**config.mk**
```make
export PLATFORM = sky130hd
export DESIGN_NAME = mic_frame_collector_flat
export DESIGN_NICKNAME = d
export VERILOG_FILES = /design/src/rtl/mic_frame_collector_pkg.sv /design/src/rtl/mic_frame_collector_if.sv /design/src/rtl/mic_frame_collector_en_sync_edge.sv /design/src/rtl/mic_frame_collector.sv /design/src/flat_wrapper.sv
export SDC_FILE = /design/constraint.sdc
export NUM_CORES = 1
export LEC_CHECK = 0
export BUFFER_PORTS_ARGS = -buffer_cell sky130_fd_sc_hd__buf_4
export CAP_MARGIN = 20
export CORE_UTILIZATION = 55
export CTS_CLUSTER_SIZE = 8
export DETAILED_ROUTE_END_ITERATION = 6
export PLACE_DENSITY = 0.78
export SLEW_MARGIN = 20
export SYNTH_ARGS = -nofsm -noshare
export SYNTH_HDL_FRONTEND = slang
export SYNTH_HIERARCHICAL = 1
export SYNTH_SLANG_ARGS = --single-unit
export TNS_END_PERCENT = 10
```
**constraint.sdc**
```tcl
create_clock -name CLK -period 23.3 [get_ports CLK]
set_clock_uncertainty 0.2 [all_clocks]
set_input_delay 3.495 -clock CLK [delete_from_list [all_inputs] [get_ports CLK]]
set_output_delay 3.495 -clock CLK [all_outputs]
set_load 0.02 [all_outputs]
```
**src/rtl/mic_frame_collector_pkg.sv**
```systemverilog
// Shared constants, output word layout and the output FSM state type
// for the microphone frame collector.
package mic_pkg;

    localparam int DW       = 24;
    localparam int WORD_W   = 32;

    // Output word field positions
    localparam int MISS_BIT = 31;
    localparam int CH_LSB   = 28;
    localparam int SEQ_LSB  = 24;

    typedef enum logic {
        IDLE = 1'b0,
        SEND = 1'b1
    } out_state_e;

    // Add a small increment to a 16-bit counter, sticking at all-ones.
    function automatic logic [15:0] sat_add16(input logic [15:0] a, input logic [3:0] inc);
        logic [16:0] sum;
        sum = {1'b0, a} + {13'd0, inc};
        return sum[16] ? 16'hFFFF : sum[15:0];
    endfunction

endpackage

```
**src/rtl/mic_frame_collector_if.sv**
```systemverilog
// Valid/ready word stream carrying assembled microphone frames.
interface mic_stream_if;

    logic [mic_pkg::WORD_W-1:0] M_DATA;
    logic                       M_VALID;
    logic                       M_READY;
    logic                       M_LAST;

    modport master (output M_DATA, M_VALID, M_LAST, input M_READY);
    modport slave  (input M_DATA, M_VALID, M_LAST, output M_READY);

endinterface

```
**src/rtl/mic_frame_collector_en_sync_edge.sv**
```systemverilog
// Brings one receiver's frame-ready level into the CLK domain and
// produces a single-cycle pulse on its rising edge.
module en_sync_edge (
    input  logic clk_i,
    input  logic rst_i,
    input  logic en_i,
    output logic rise_o
);

    logic [1:0] sync_q;
    logic       prev_q;

    // Two-flop synchroniser followed by a delayed copy for edge detection
    always_ff @(posedge clk_i or posedge rst_i) begin
        if (rst_i) begin
            sync_q <= '0;
            prev_q <= 1'b0;
        end else begin
            sync_q <= {sync_q[0], en_i};
            prev_q <= sync_q[1];
        end
    end

    assign rise_o = sync_q[1] & ~prev_q;

endmodule

```
**src/rtl/mic_frame_collector.sv**
```systemverilog
// Collects one sample per microphone per WS frame, assembles a frame
// when every channel has reported (or a timeout expires) and streams
// it out one 32-bit word per channel.
module mic_frame_collector #(
    parameter int N_MIC       = 4,
    parameter int DW          = 24,
    parameter int TIMEOUT_CYC = 256
) (
    input  logic                  CLK,
    input  logic                  RST,
    input  logic [N_MIC*DW-1:0]   SDATA_IN,
    input  logic [N_MIC-1:0]      EN_IN,
    mic_stream_if.master          m,
    output logic [15:0]           OVERRUN_CNT
);

    import mic_pkg::*;

    localparam logic [15:0] TLAST   = 16'(TIMEOUT_CYC - 1);
    localparam logic [2:0]  LAST_CH = 3'(N_MIC - 1);

    logic [N_MIC-1:0] rise;
    logic [DW-1:0]    hold_q [N_MIC];
    logic [N_MIC-1:0] pend_q, pend_d;
    logic [15:0]      tcnt_q, tcnt_d;
    logic [15:0]      ovr_q, ovr_d;
    logic [3:0]       ovr_inc;
    logic [DW-1:0]    obuf_q [N_MIC];
    logic [N_MIC-1:0] miss_q;
    logic [3:0]       seq_q, seq_l_q;
    logic [2:0]       ch_q, ch_d;
    out_state_e       st_q, st_d;
    logic             launch;
    logic [DW-1:0]    sample;
    logic             miss;

    for (genvar k = 0; k < N_MIC; k++) begin : g_sync
        en_sync_edge u_sync (
            .clk_i  (CLK),
            .rst_i  (RST),
            .en_i   (EN_IN[k]),
            .rise_o (rise[k])
        );
    end

    // A frame is ready when all channels reported or the timeout ran out;
    // it can only be taken while the output side is idle.
    assign launch = (st_q == IDLE) && (pend_q != '0) &&
                    ((&pend_q) || (tcnt_q == TLAST));

    // Pending bits, overrun accounting and timeout counter next state.
    // An edge in the launch cycle starts the next frame and is not an overrun.
    always_comb begin
        pend_d  = pend_q;
        ovr_inc = '0;
        if (launch) pend_d = '0;
        for (int k = 0; k < N_MIC; k++) begin
            if (rise[k]) begin
                pend_d[k] = 1'b1;
                if (pend_q[k] && !launch) ovr_inc = ovr_inc + 4'd1;
            end
        end
        ovr_d  = sat_add16(ovr_q, ovr_inc);
        tcnt_d = tcnt_q;
        if (launch || (pend_q == '0)) tcnt_d = '0;
        else if (tcnt_q != TLAST)     tcnt_d = tcnt_q + 16'd1;
    end

    // Capture registers: latest sample per channel plus frame bookkeeping
    always_ff @(posedge CLK or posedge RST) begin
        if (RST) begin
            for (int k = 0; k < N_MIC; k++) hold_q[k] <= '0;
            pend_q <= '0;
            tcnt_q <= '0;
            ovr_q  <= '0;
        end else begin
            for (int k = 0; k < N_MIC; k++) begin
                if (rise[k]) hold_q[k] <= SDATA_IN[k*DW +: DW];
            end
            pend_q <= pend_d;
            tcnt_q <= tcnt_d;
            ovr_q  <= ovr_d;
        end
    end

    // Snapshot the held samples into the output buffer on launch;
    // channels that never reported are flagged and sent as zero.
    always_ff @(posedge CLK or posedge RST) begin
        if (RST) begin
            for (int k = 0; k < N_MIC; k++) obuf_q[k] <= '0;
            miss_q  <= '0;
            seq_q   <= '0;
            seq_l_q <= '0;
        end else if (launch) begin
            for (int k = 0; k < N_MIC; k++) obuf_q[k] <= pend_q[k] ? hold_q[k] : '0;
            miss_q  <= ~pend_q;
            seq_l_q <= seq_q;
            seq_q   <= seq_q + 4'd1;
        end
    end

    // Output FSM state register
    always_ff @(posedge CLK or posedge RST) begin
        if (RST) begin
            st_q <= IDLE;
            ch_q <= '0;
        end else begin
            st_q <= st_d;
            ch_q <= ch_d;
        end
    end

    // Output FSM next state: walk the channels, advancing on each handshake
    always_comb begin
        st_d = st_q;
        ch_d = ch_q;
        case (st_q)
            IDLE: begin
                if (launch) begin
                    st_d = SEND;
                    ch_d = '0;
                end
            end
            SEND: begin
                if (m.M_READY) begin
                    if (ch_q == LAST_CH) begin
                        st_d = IDLE;
                        ch_d = '0;
                    end else begin
                        ch_d = ch_q + 3'd1;
                    end
                end
            end
            default: st_d = IDLE;
        endcase
    end

    // Output word assembly; everything reads zero outside SEND
    always_comb begin
        sample = '0;
        miss   = 1'b0;
        for (int k = 0; k < N_MIC; k++) begin
            if (ch_q == 3'(k)) begin
                sample = obuf_q[k];
                miss   = miss_q[k];
            end
        end
        m.M_DATA  = '0;
        m.M_VALID = (st_q == SEND);
        m.M_LAST  = (st_q == SEND) && (ch_q == LAST_CH);
        if (st_q == SEND) begin
            m.M_DATA[MISS_BIT]     = miss;
            m.M_DATA[CH_LSB +: 3]  = ch_q;
            m.M_DATA[SEQ_LSB +: 4] = seq_l_q;
            m.M_DATA[DW-1:0]       = sample;
        end
    end

    assign OVERRUN_CNT = ovr_q;

endmodule

```
**src/flat_wrapper.sv**
```systemverilog
// flat-port wrapper written by rule: the top's interface ports become plain ports
module mic_frame_collector_flat import mic_pkg::*;
#(
    parameter int N_MIC       = 4,
    parameter int DW          = 24,
    parameter int TIMEOUT_CYC = 256
)
  (CLK, RST, SDATA_IN, EN_IN, OVERRUN_CNT, m_M_DATA, m_M_VALID, m_M_LAST, m_M_READY);
  mic_stream_if m_i ();
  input  logic CLK;
  input  logic RST;
  input  logic [N_MIC*DW-1:0] SDATA_IN;
  input  logic [N_MIC-1:0] EN_IN;
  output logic [15:0] OVERRUN_CNT;
  output wire logic [$bits(m_i.M_DATA)-1:0] m_M_DATA;
  output wire logic [$bits(m_i.M_VALID)-1:0] m_M_VALID;
  output wire logic [$bits(m_i.M_LAST)-1:0] m_M_LAST;
  input wire logic [$bits(m_i.M_READY)-1:0] m_M_READY;
  assign m_M_DATA = m_i.M_DATA;
  assign m_M_VALID = m_i.M_VALID;
  assign m_M_LAST = m_i.M_LAST;
  assign m_i.M_READY = m_M_READY;
  mic_frame_collector #(.N_MIC(N_MIC), .DW(DW), .TIMEOUT_CYC(TIMEOUT_CYC)) u_core (.CLK(CLK), .RST(RST), .SDATA_IN(SDATA_IN), .EN_IN(EN_IN), .m(m_i), .OVERRUN_CNT(OVERRUN_CNT));
endmodule
```
* Yosys cells after proc, flatten, opt, wreduce, memory -nomap -nowiden
Index checks and enable logic that the tools add are counted.
Cells by class: reduce and logical (&&, ||, !) cells 20, equal/unequal tests 7, mux-type cells 37, add/subtract/negate cells 7, magnitude comparators 0, shifts and indexed selects 0, $mul 0, bitwise operators 10, divide/modulo/power cells 0
Operators by type and width (count):
- 24-bit two-way mux | 8
- 16-bit two-way mux | 3
- 32-bit two-way mux | 1
- 4-bit two-way mux | 7
- 16-bit by 4-bit adder with 17-bit output | 1
- 16-bit by 1-bit adder with 16-bit output, second input constant | 1
- 16-bit by 8-bit equality test with 1-bit output, second input constant | 1
- 16-bit by 8-bit != test with 1-bit output, second input constant | 1
- 1-bit two-way mux | 13
- 4-bit by 1-bit adder with 4-bit output, second input constant | 3
- 2-bit nonzero test | 5
- 3-bit two-way mux | 3
- 1-bit logical AND | 7
- 3-bit by 2-bit equality test with 1-bit output, second input constant | 2
- 3-bit case mux with 2 select lines | 1
- 1-bit NOT | 5
- 1-bit bitwise AND | 4
- 4-bit zero test | 1
- 4-bit NOT | 1
- 4-bit AND reduction | 1
- 4-bit nonzero test | 1
- 3-bit by 1-bit adder with 3-bit output, second input constant | 1
- 3-bit by 1-bit equality test with 1-bit output, second input constant | 1
- 3-bit zero test | 1
- 7 further kinds | 8
Word-level totals: input port bits 103, bits in registers 256, latch bits 0, output and inout bits 50, logic and storage cells 108, bits in writable memories 0, memories kept 0, bits in read-only memories 0

* Logic depth before layout (Yosys ltp)
Gate-level depths: netlist of the first run.
depth in word-level cells 18, gate-level depth with buffers 23, gate-level depth less buffers 21

* Hierarchy
The synthesis of the first run kept the hierarchy.
Modules (own cells, without submodules):
- mic_frame_collector | cells each 1048, sequential area each 6105.9 µm², area an instance 11004.3 µm², instances 1
- en_sync_edge | cells each 5, sequential area each 75.1 µm², area an instance 92.6 µm², instances 4

* Least setup slack after synthesis of the first run
Ideal clock, no wire load.
kind register to output, start point reg u_core.ch_q[1], end point out m_M_DATA[10], data required time 19.605 ns, buffers on the path 1, stages on the path, launching flop included 8, arrival 1.952 ns, path slack 17.653 ns, cell sequence dfrtp_1 inv_1 ha_1 nor3b_1 clkbuf_1 a22oi_1 a21oi_1 a22o_1
On the way: cells in the longest elaborated chain, start to end 6, elaborated cells on any way between the ends 9, those cells by class eq/ne: 3; mux: 5; reduce/logical: 1
Ends and longest elaborated chain:
- start: declaration | RTL line mic_frame_collector.sv:31 | logic [2:0] ch_q, ch_d;
- start signal: assignment | RTL line mic_frame_collector.sv:109 | ch_q <= ch_d;
- 3-bit zero test | RTL line mic_frame_collector.sv:143 | if (ch_q == 3'(k)) begin
- 24-bit two-way mux (3 in series) | RTL line mic_frame_collector.sv:143
- 24-bit two-way mux (*) | RTL line mic_frame_collector.sv:143
- 32-bit two-way mux (*) | RTL line mic_frame_collector.sv:151 | if (st_q == SEND) begin
- end: declaration | RTL line flat_wrapper.sv:15 | output wire logic [$bits(m_i.M_DATA)-1:0] m_M_DATA;
Every way passes the cells marked *; elsewhere a longest branch is shown, timed or not.

* Final worst setup path of the first run
start point reg u_core.st_q (netlist: u_core/m.M_VALID), end point out m_M_DATA[23]
On the way: cells in the longest elaborated chain, start to end 1
Ends and longest elaborated chain:
- start: declaration | RTL line mic_frame_collector.sv:32 | out_state_e st_q, st_d;
- start signal: assignment | RTL line mic_frame_collector.sv:108 | st_q <= st_d;
- 32-bit two-way mux | RTL line mic_frame_collector.sv:151
Every way passes these cells.

==> flow_summary.toml, run 1 <==
[global_routing]
grt_start_max_net_pins = 111
grtUsageMet2_pct = 43.4
grtUsageTotal_pct = 26.6
grt_pass1_wl_um = 45000
met1_usage_pct = 35.1
grt_pass1_vias = 8810
antenna_found_initial = 0
overflow = 0
grt_busiest_layer = "met2"
gr-usage-met3_pct = 4.39

[route]
drtPass1Iterations = 5
routed_wl_um = 27300
viasPerCell = 5.88
vias = 8579
wl_per_cell_um = 18.7
detail-route-antenna-nets = 0
drtIter0Drc = 732
route.detailed.drc = 0

[setup_path]
critical_path_required_ns = 19.61
timing.rr.end = "u_core/OVERRUN_CNT[11]$_DFF_PP0_"
startpoint_type = "flop"
crit_end = "m_M_DATA[23]"
r2r_slack_ns = 16.68
reg2regPathDepth = 20
arrival_ns = 3.39
crit_type = "flop to output pin"
critPathMaxFanout = 88
r2r-start = "u_core/tcnt_q[8]$_DFFE_PP0P_"
end_kind = "output pin"
startpoint = "u_core/m.M_VALID$_DFF_PP0_"

[worst_hold_path]
hp-class = "flop to flop"

[placed_design]
place.port_buffers = 152
dp_hpwl_um = 17200
place.gp.congestion = 0.887

[die]
fp-row-count = 52
pin_count = 153
die_w_um = 146
core_area_um2 = 20200
dieArea_um2 = 21300
start_util_pct = 56.2
die_h_um = 146

[sta]
min_period_ns = 7.09
setup_viol = 0
rsz0062_at_grt = "false"
max_slew_margin_pct = 29.7
finalCritPeriodShare_pct = 30.4
maxSlewViolCount = 0
tightest_slew_ns = 1.05
max_freq_mhz = 141
hold_viol = 0
tns_ns = 0

[power]
p_int_mw = 1.09
p_per_area_nw_per_um2 = 127
ir_drop_mv = 0.0652
seqPwrFrac_pct = 37.7
p_leak_nw = 6.39
p_sw_uw = 629
clockPowerShare_pct = 27.0
total_power_mw = 1.72
pwr-share-comb_pct = 35.3
netSwitchingFraction_pct = 36.5

[clock_network]
cts_buffer_depth = 3
cts-resized-gates = 0
cts_root_buffer = "clkbuf_16"
htree_levels = 2
cts_setup_buffers = 0
cts.sinks = 256
clk_latency_ns = 0.50
cts_tree = "yes"
numCtsBuffers = 37
ctsHoldBuffers = 0
clk_pin_slew_worst_paths_ns = 0.05

[logic_synthesis]
synth_edf_count = 0
synthTopCellsByCount = "dfrtp_1 (256), o21ai_0 (207), nand2_1 (121)"
synthArstFlopShare_pct = 100
post_synth.cell_area_avg_um2 = 10.7
syn_nets = 1185
yosysUniqueCellTypes = 49
ys_seq_area_share_pct = 56.3
synthFlopType = "dfrtp_1"
ys_ff_latch = 256
ys_warn_count = 6
synth_most_common_cell = "dfrtp_1"
syn_area_um2 = 11400
synth_largest_area_cell = "dfrtp_1"
synthTopCellsByArea = "dfrtp_1 (56%), mux2_2 (10%), o21ai_0 (9.1%), nand2_1 (4.0%), clkbuf_1 (2.5%)"
synthCells = 1068
synth_top_area_share_pct = 56.3

[cells_and_area]
insertedDiodeCount = 0
drive_above_1_share_pct = 26.9
finalNetCount = 1303
syn2layout_area_growth_pct = 19.7

[outcome]
outcome = "completed"

[job]
maxCapViolCount = 0
-- per-stage QoR --
step | setup WS, ns | utilization, % | instance area [um2] | instances | hold WS (ns)
floorplan | 12.90 | - | 11400 | 1068 | 0.131
CTS | 16.24 | 67.3 | 13600 | 1458 | 0.146
detailed placement | 16.74 | 62.4 | 12600 | 1417 | 0.136
global route | 15.96 | 67.3 | 13600 | 1458 | 0.148
global placement | 16.88 | 62.4 | 12600 | 1417 | 0.132
finish | 16.21 | 67.3 | 13600 | 1458 | 0.143
-- cell families after synthesis --
logic type      after synthesis  synth area share (%)
simple gates                250                  10.3
mux                         106                  10.6
compound gates              324                  16.3
fa+ha+maj                    14                  1.61
flops                       256                  56.3
xor+xnor                     20                  1.54
buf+inv                      98                  3.39
-- cells in the final DEF (no fill, tap or decap), types with 6 or more instances in the layout --
cell,synthesis,routed
a21o_1,6,6
a21oi_1,38,38
a22o_1,25,25
a22oi_1,25,25
and2_1,9,9
and3_1,10,10
and4_1,6,6
buf_4,0,162
clkbuf_16,0,39
dfrtp_1,256,255
ha_1,13,13
inv_1,14,13
mux2_2,101,101
nand2_1,121,121
nand3_1,14,14
nand4_1,6,6
nor2_1,49,49
nor2b_1,7,6
nor3_1,10,10
o21ai_0,207,207
xnor2_1,10,10
xor2_1,10,10
-- metal layers --
layer,up-vias,wire length (um)
li1,3976,-
met1,4250,11400
met2,294,13300
met3,59,1490
met4,0,1020
met5,-,0
-- critical path: stages (launching register included) --
cell	delay, ns
dfrtp_2	0.72
buf_4	0.73
nor2b_2	0.97
a22o_1	0.29
buf_4	0.14
-- how the worst min path moves through the flow --
| stage | from | end | slack [ns] | depth (start not counted) |
|---|---|---|---|---|
| after global placement | u_core/g_sync[3].u_sync/sync_q[0]$_DFF_PP0_ | u_core/g_sync[3].u_sync/sync_q[1]$_DFF_PP0_ | 0.13 | 0 |
| after CTS | u_core/g_sync[2].u_sync/sync_q[0]$_DFF_PP0_ | u_core/g_sync[2].u_sync/sync_q[1]$_DFF_PP0_ | 0.15 | 0 |
| final | u_core/g_sync[2].u_sync/sync_q[0]$_DFF_PP0_ | u_core/g_sync[2].u_sync/sync_q[1]$_DFF_PP0_ | 0.14 | 0 |
| after floorplan | u_core/g_sync[0].u_sync/sync_q[0]$_DFF_PP0_ | u_core/g_sync[0].u_sync/sync_q[1]$_DFF_PP0_ | 0.13 | 0 |
| after global routing | u_core/g_sync[2].u_sync/sync_q[0]$_DFF_PP0_ | u_core/g_sync[2].u_sync/sync_q[1]$_DFF_PP0_ | 0.15 | 0 |
| after detailed placement | u_core/g_sync[2].u_sync/sync_q[0]$_DFF_PP0_ | u_core/g_sync[2].u_sync/sync_q[1]$_DFF_PP0_ | 0.14 | 0 |
-- sequential cells by signal, summed over array words and instances, names as in the netlist --
signal                       flops
u_core/miss_q                    4
u_core/g_sync.u_sync/sync_q      8
u_core/g_sync.u_sync/prev_q      4
u_core/seq_l_q                   4
u_core/obuf_q                   96
u_core/tcnt_q                   16
u_core/hold_q                   96
u_core/OVERRUN_CNT              16
u_core/seq_q                     4
u_core/ch_q                      3
u_core/pend_q                    4
u_core/m.M_VALID                 1
-- power groups by stage --
stage	logic, mW	registers [mW]	clock network [mW]
3_5_place_dp	0.604	0.652	0
2_1_floorplan	0.411	0.630	0
6_report	0.608	0.650	0.466
4_1_cts	0.608	0.648	0.474
5_1_grt	0.666	0.665	0.492
3_3_place_gp	0.588	0.648	0
-- final cells by class --
class | instances | area (um2)
Timing Repair Buffer | 163 | 1230
Multi-Input combinational cell | 714 | 4590
Sequential cell | 256 | 6410
Tap cell | 270 | 338
Fill cell | 1551 | 6620
Inverter | 14 | 60.1
Clock buffer | 40 | 980
Clock inverter | 1 | 8.76
Note: power is estimated with default switching activity, not from simulation.
==> run 2, diff against run 1 <==
==> constraint.sdc (replaced) <==
create_clock -name CLK -period 7.3 [get_ports CLK]
set_clock_uncertainty 0.2 [all_clocks]
set_input_delay 1.095 -clock CLK [delete_from_list [all_inputs] [get_ports CLK]]
set_output_delay 1.095 -clock CLK [all_outputs]
set_load 0.02 [all_outputs]
==> run 2 against run 1 <==
Against the previous run: flip-flop and latch count is the same; sequential power grew to 3.2 times the previous value; worst hold slack gained 0.0058 ns; register-to-register slack lost 16 ns; final cell count shrank 0.21%; non-clock buffer count is the same; critical path depth grew 15; largest cell class unchanged; sequential share of layout area grew 0.14 points; critical path type is now flop to flop; highest routed layer unchanged; clock power grew to 3.1 times the previous value; die area is the same; combinational power grew to 3.2 times the previous value; wire length grew 0.36%.
==> flow_summary.toml, run 2 (same netlist as run 1, synthesis figures left out) <==
[outcome]
outcome = "completed"

[sta]
max_freq_mhz = 162
tns_ns = 0
min_period_ns = 6.17
hold_viol = 0
setup_viol = 0
rsz0062_at_grt = "false"
max_slew_margin_pct = 25.4
tightest_slew_ns = 1.12
finalCritPeriodShare_pct = 84.5
maxSlewViolCount = 0

[cells_and_area]
reg.largest.list = "u_core/hold_q x96, u_core/obuf_q x96"
layout_commonest_cell = "dfrtp_1"
finalNonFillerCells = 1455
drive_above_1_share_pct = 26.8
syn2layout_area_growth_pct = 19.3
final_cell_mix = "dfrtp_1 (255), o21ai_0 (207), buf_4 (161), nand2_1 (121), mux2_2 (101)"
fillers = 1535
insertedDiodeCount = 0
finalNetCount = 1303

[job]
maxCapViolCount = 0

[route]
viasPerCell = 5.93
drtPass1Iterations = 5
routed_wl_um = 27400
vias = 8633
route.detailed.drc = 0
drtIter0Drc = 852
detail-route-antenna-nets = 0
wl_per_cell_um = 18.8

[clock_network]
cts_setup_buffers = 0
cts_root_buffer = "clkbuf_16"
cts_tree = "yes"
cts_buffer_depth = 3
clk_latency_ns = 0.49
cts-resized-gates = 0
numCtsBuffers = 37
cts.sinks = 256
htree_levels = 2
clk_pin_slew_worst_paths_ns = 0.05
ctsHoldBuffers = 0

[setup_path]
startpoint_type = "flop"
cp_slowest_stage_delay_ns = 0.77
arrival_ns = 6.34
reg2regPathDepth = 19
cp_slowest_cell = "o211ai_1"
critical_path_required_ns = 7.47
critPathMaxFanout = 13
end_kind = "flop"
r2r-start = "u_core/tcnt_q[8]$_DFFE_PP0P_"
timing.rr.end = "u_core/OVERRUN_CNT[11]$_DFF_PP0_"
crit_type = "flop to flop"
r2r_slack_ns = 1.13
crit_path_cell_trace = "or4_1 > nand4bb_1 > o21a_2 > or2_2 > and2_1 > ha_1 > nand2_1 > nand2_1 > ha_1 > mux2_2 > ha_1 > a32oi_1 > o22a_1 > fa_1 > nor2b_1 > o21a_1 > o211ai_1 > nand2_1 > mux2_2"

[worst_hold_path]
holdPathStages = 0
min_from = "u_core/g_sync[2].u_sync/sync_q[0]$_DFF_PP0_"
hp-class = "flop to flop"
holdPathEnd = "u_core/g_sync[2].u_sync/sync_q[1]$_DFF_PP0_"

[global_routing]
antenna_found_initial = 0
grt_start_max_net_pins = 182
grtUsageTotal_pct = 26.4
overflow = 0
grt_pass1_vias = 8735
grt_pass1_wl_um = 44800

[die]
die_w_um = 146
pin_count = 153
fp-row-count = 52
core_area_um2 = 20200
dieArea_um2 = 21300
start_util_pct = 56.2
die_h_um = 146

[power]
p_leak_nw = 6.37
ir_drop_mv = 0.271
p_per_area_nw_per_um2 = 402

[placed_design]
place.gp.congestion = 0.872
place.port_buffers = 152
placed_cells = 1416
dp_hpwl_um = 17000
[run 2: power by group]
part           switching (mW)  internal (mW)
logic                    1.21          0.761
registers               0.255           1.81
clock network           0.542          0.884
total                    2.00           3.45
[run 2: worst max-delay path by stage]
| stage | start | to | slack [ns] | cells after the start |
|---|---|---|---|---|
| 2_1_floorplan | u_core/tcnt_q[8]$_DFFE_PP0P_ | u_core/OVERRUN_CNT[11]$_DFF_PP0_ | 1.97 | 21 |
| 3_3_place_gp | u_core/tcnt_q[8]$_DFFE_PP0P_ | u_core/OVERRUN_CNT[13]$_DFF_PP0_ | 1.46 | 19 |
| 3_5_place_dp | u_core/tcnt_q[8]$_DFFE_PP0P_ | u_core/OVERRUN_CNT[13]$_DFF_PP0_ | 1.28 | 19 |
| 4_1_cts | u_core/tcnt_q[8]$_DFFE_PP0P_ | u_core/OVERRUN_CNT[13]$_DFF_PP0_ | 1.24 | 19 |
| 5_1_grt | u_core/tcnt_q[8]$_DFFE_PP0P_ | u_core/OVERRUN_CNT[11]$_DFF_PP0_ | 0.80 | 19 |
| 6_report | u_core/tcnt_q[8]$_DFFE_PP0P_ | u_core/OVERRUN_CNT[11]$_DFF_PP0_ | 1.13 | 19 |
[run 2: through the flow]
stage	hold WS (ns)	util [%]	worst slack [ns]	total power [mW]	cell area [um2]
2_1_floorplan	0.131	-	1.97	3.33	11400
3_3_place_gp	0.131	62.4	1.46	3.95	12600
3_5_place_dp	0.135	62.4	1.28	4.02	12600
4_1_cts	0.151	67.0	1.24	5.47	13600
5_1_grt	0.153	67.1	0.804	5.77	13600
6_report	0.149	67.1	1.13	5.46	13600
[run 2: layout make-up]
class	instances	area (um2)	share of cell area (%)
clock buffer	38	930	6.85
sequential	256	6410	47.2
timing repair buffer	163	1240	9.16
multi-input combinational	714	4600	33.9
inverter	14	56.3	0.415
tap	270	338	2.49
[run 2: metal layers]
layer | routed length (um) | global-route usage (%) | up-vias | share of wire (%)
li1 | - | - | 3966 | -
met1 | 11500 | 34.4 | 4306 | 42
met2 | 13500 | 44.4 | 300 | 49
met3 | 1540 | 4.26 | 61 | 5.6
met4 | 864 | 10.6 | 0 | 3.2
met5 | 0 | 0 | - | 0
[run 2: critical path, delay by kind of cell, from the launching register on]
kind / cells / cell delay (ns)
AND/OR/NAND/NOR: 8 / 1.94
AO/OA/AOI/OAI: 5 / 1.83
adder cells (fa/ha/maj): 4 / 1.10
flip-flops: 1 / 0.42
multiplexers: 2 / 0.57
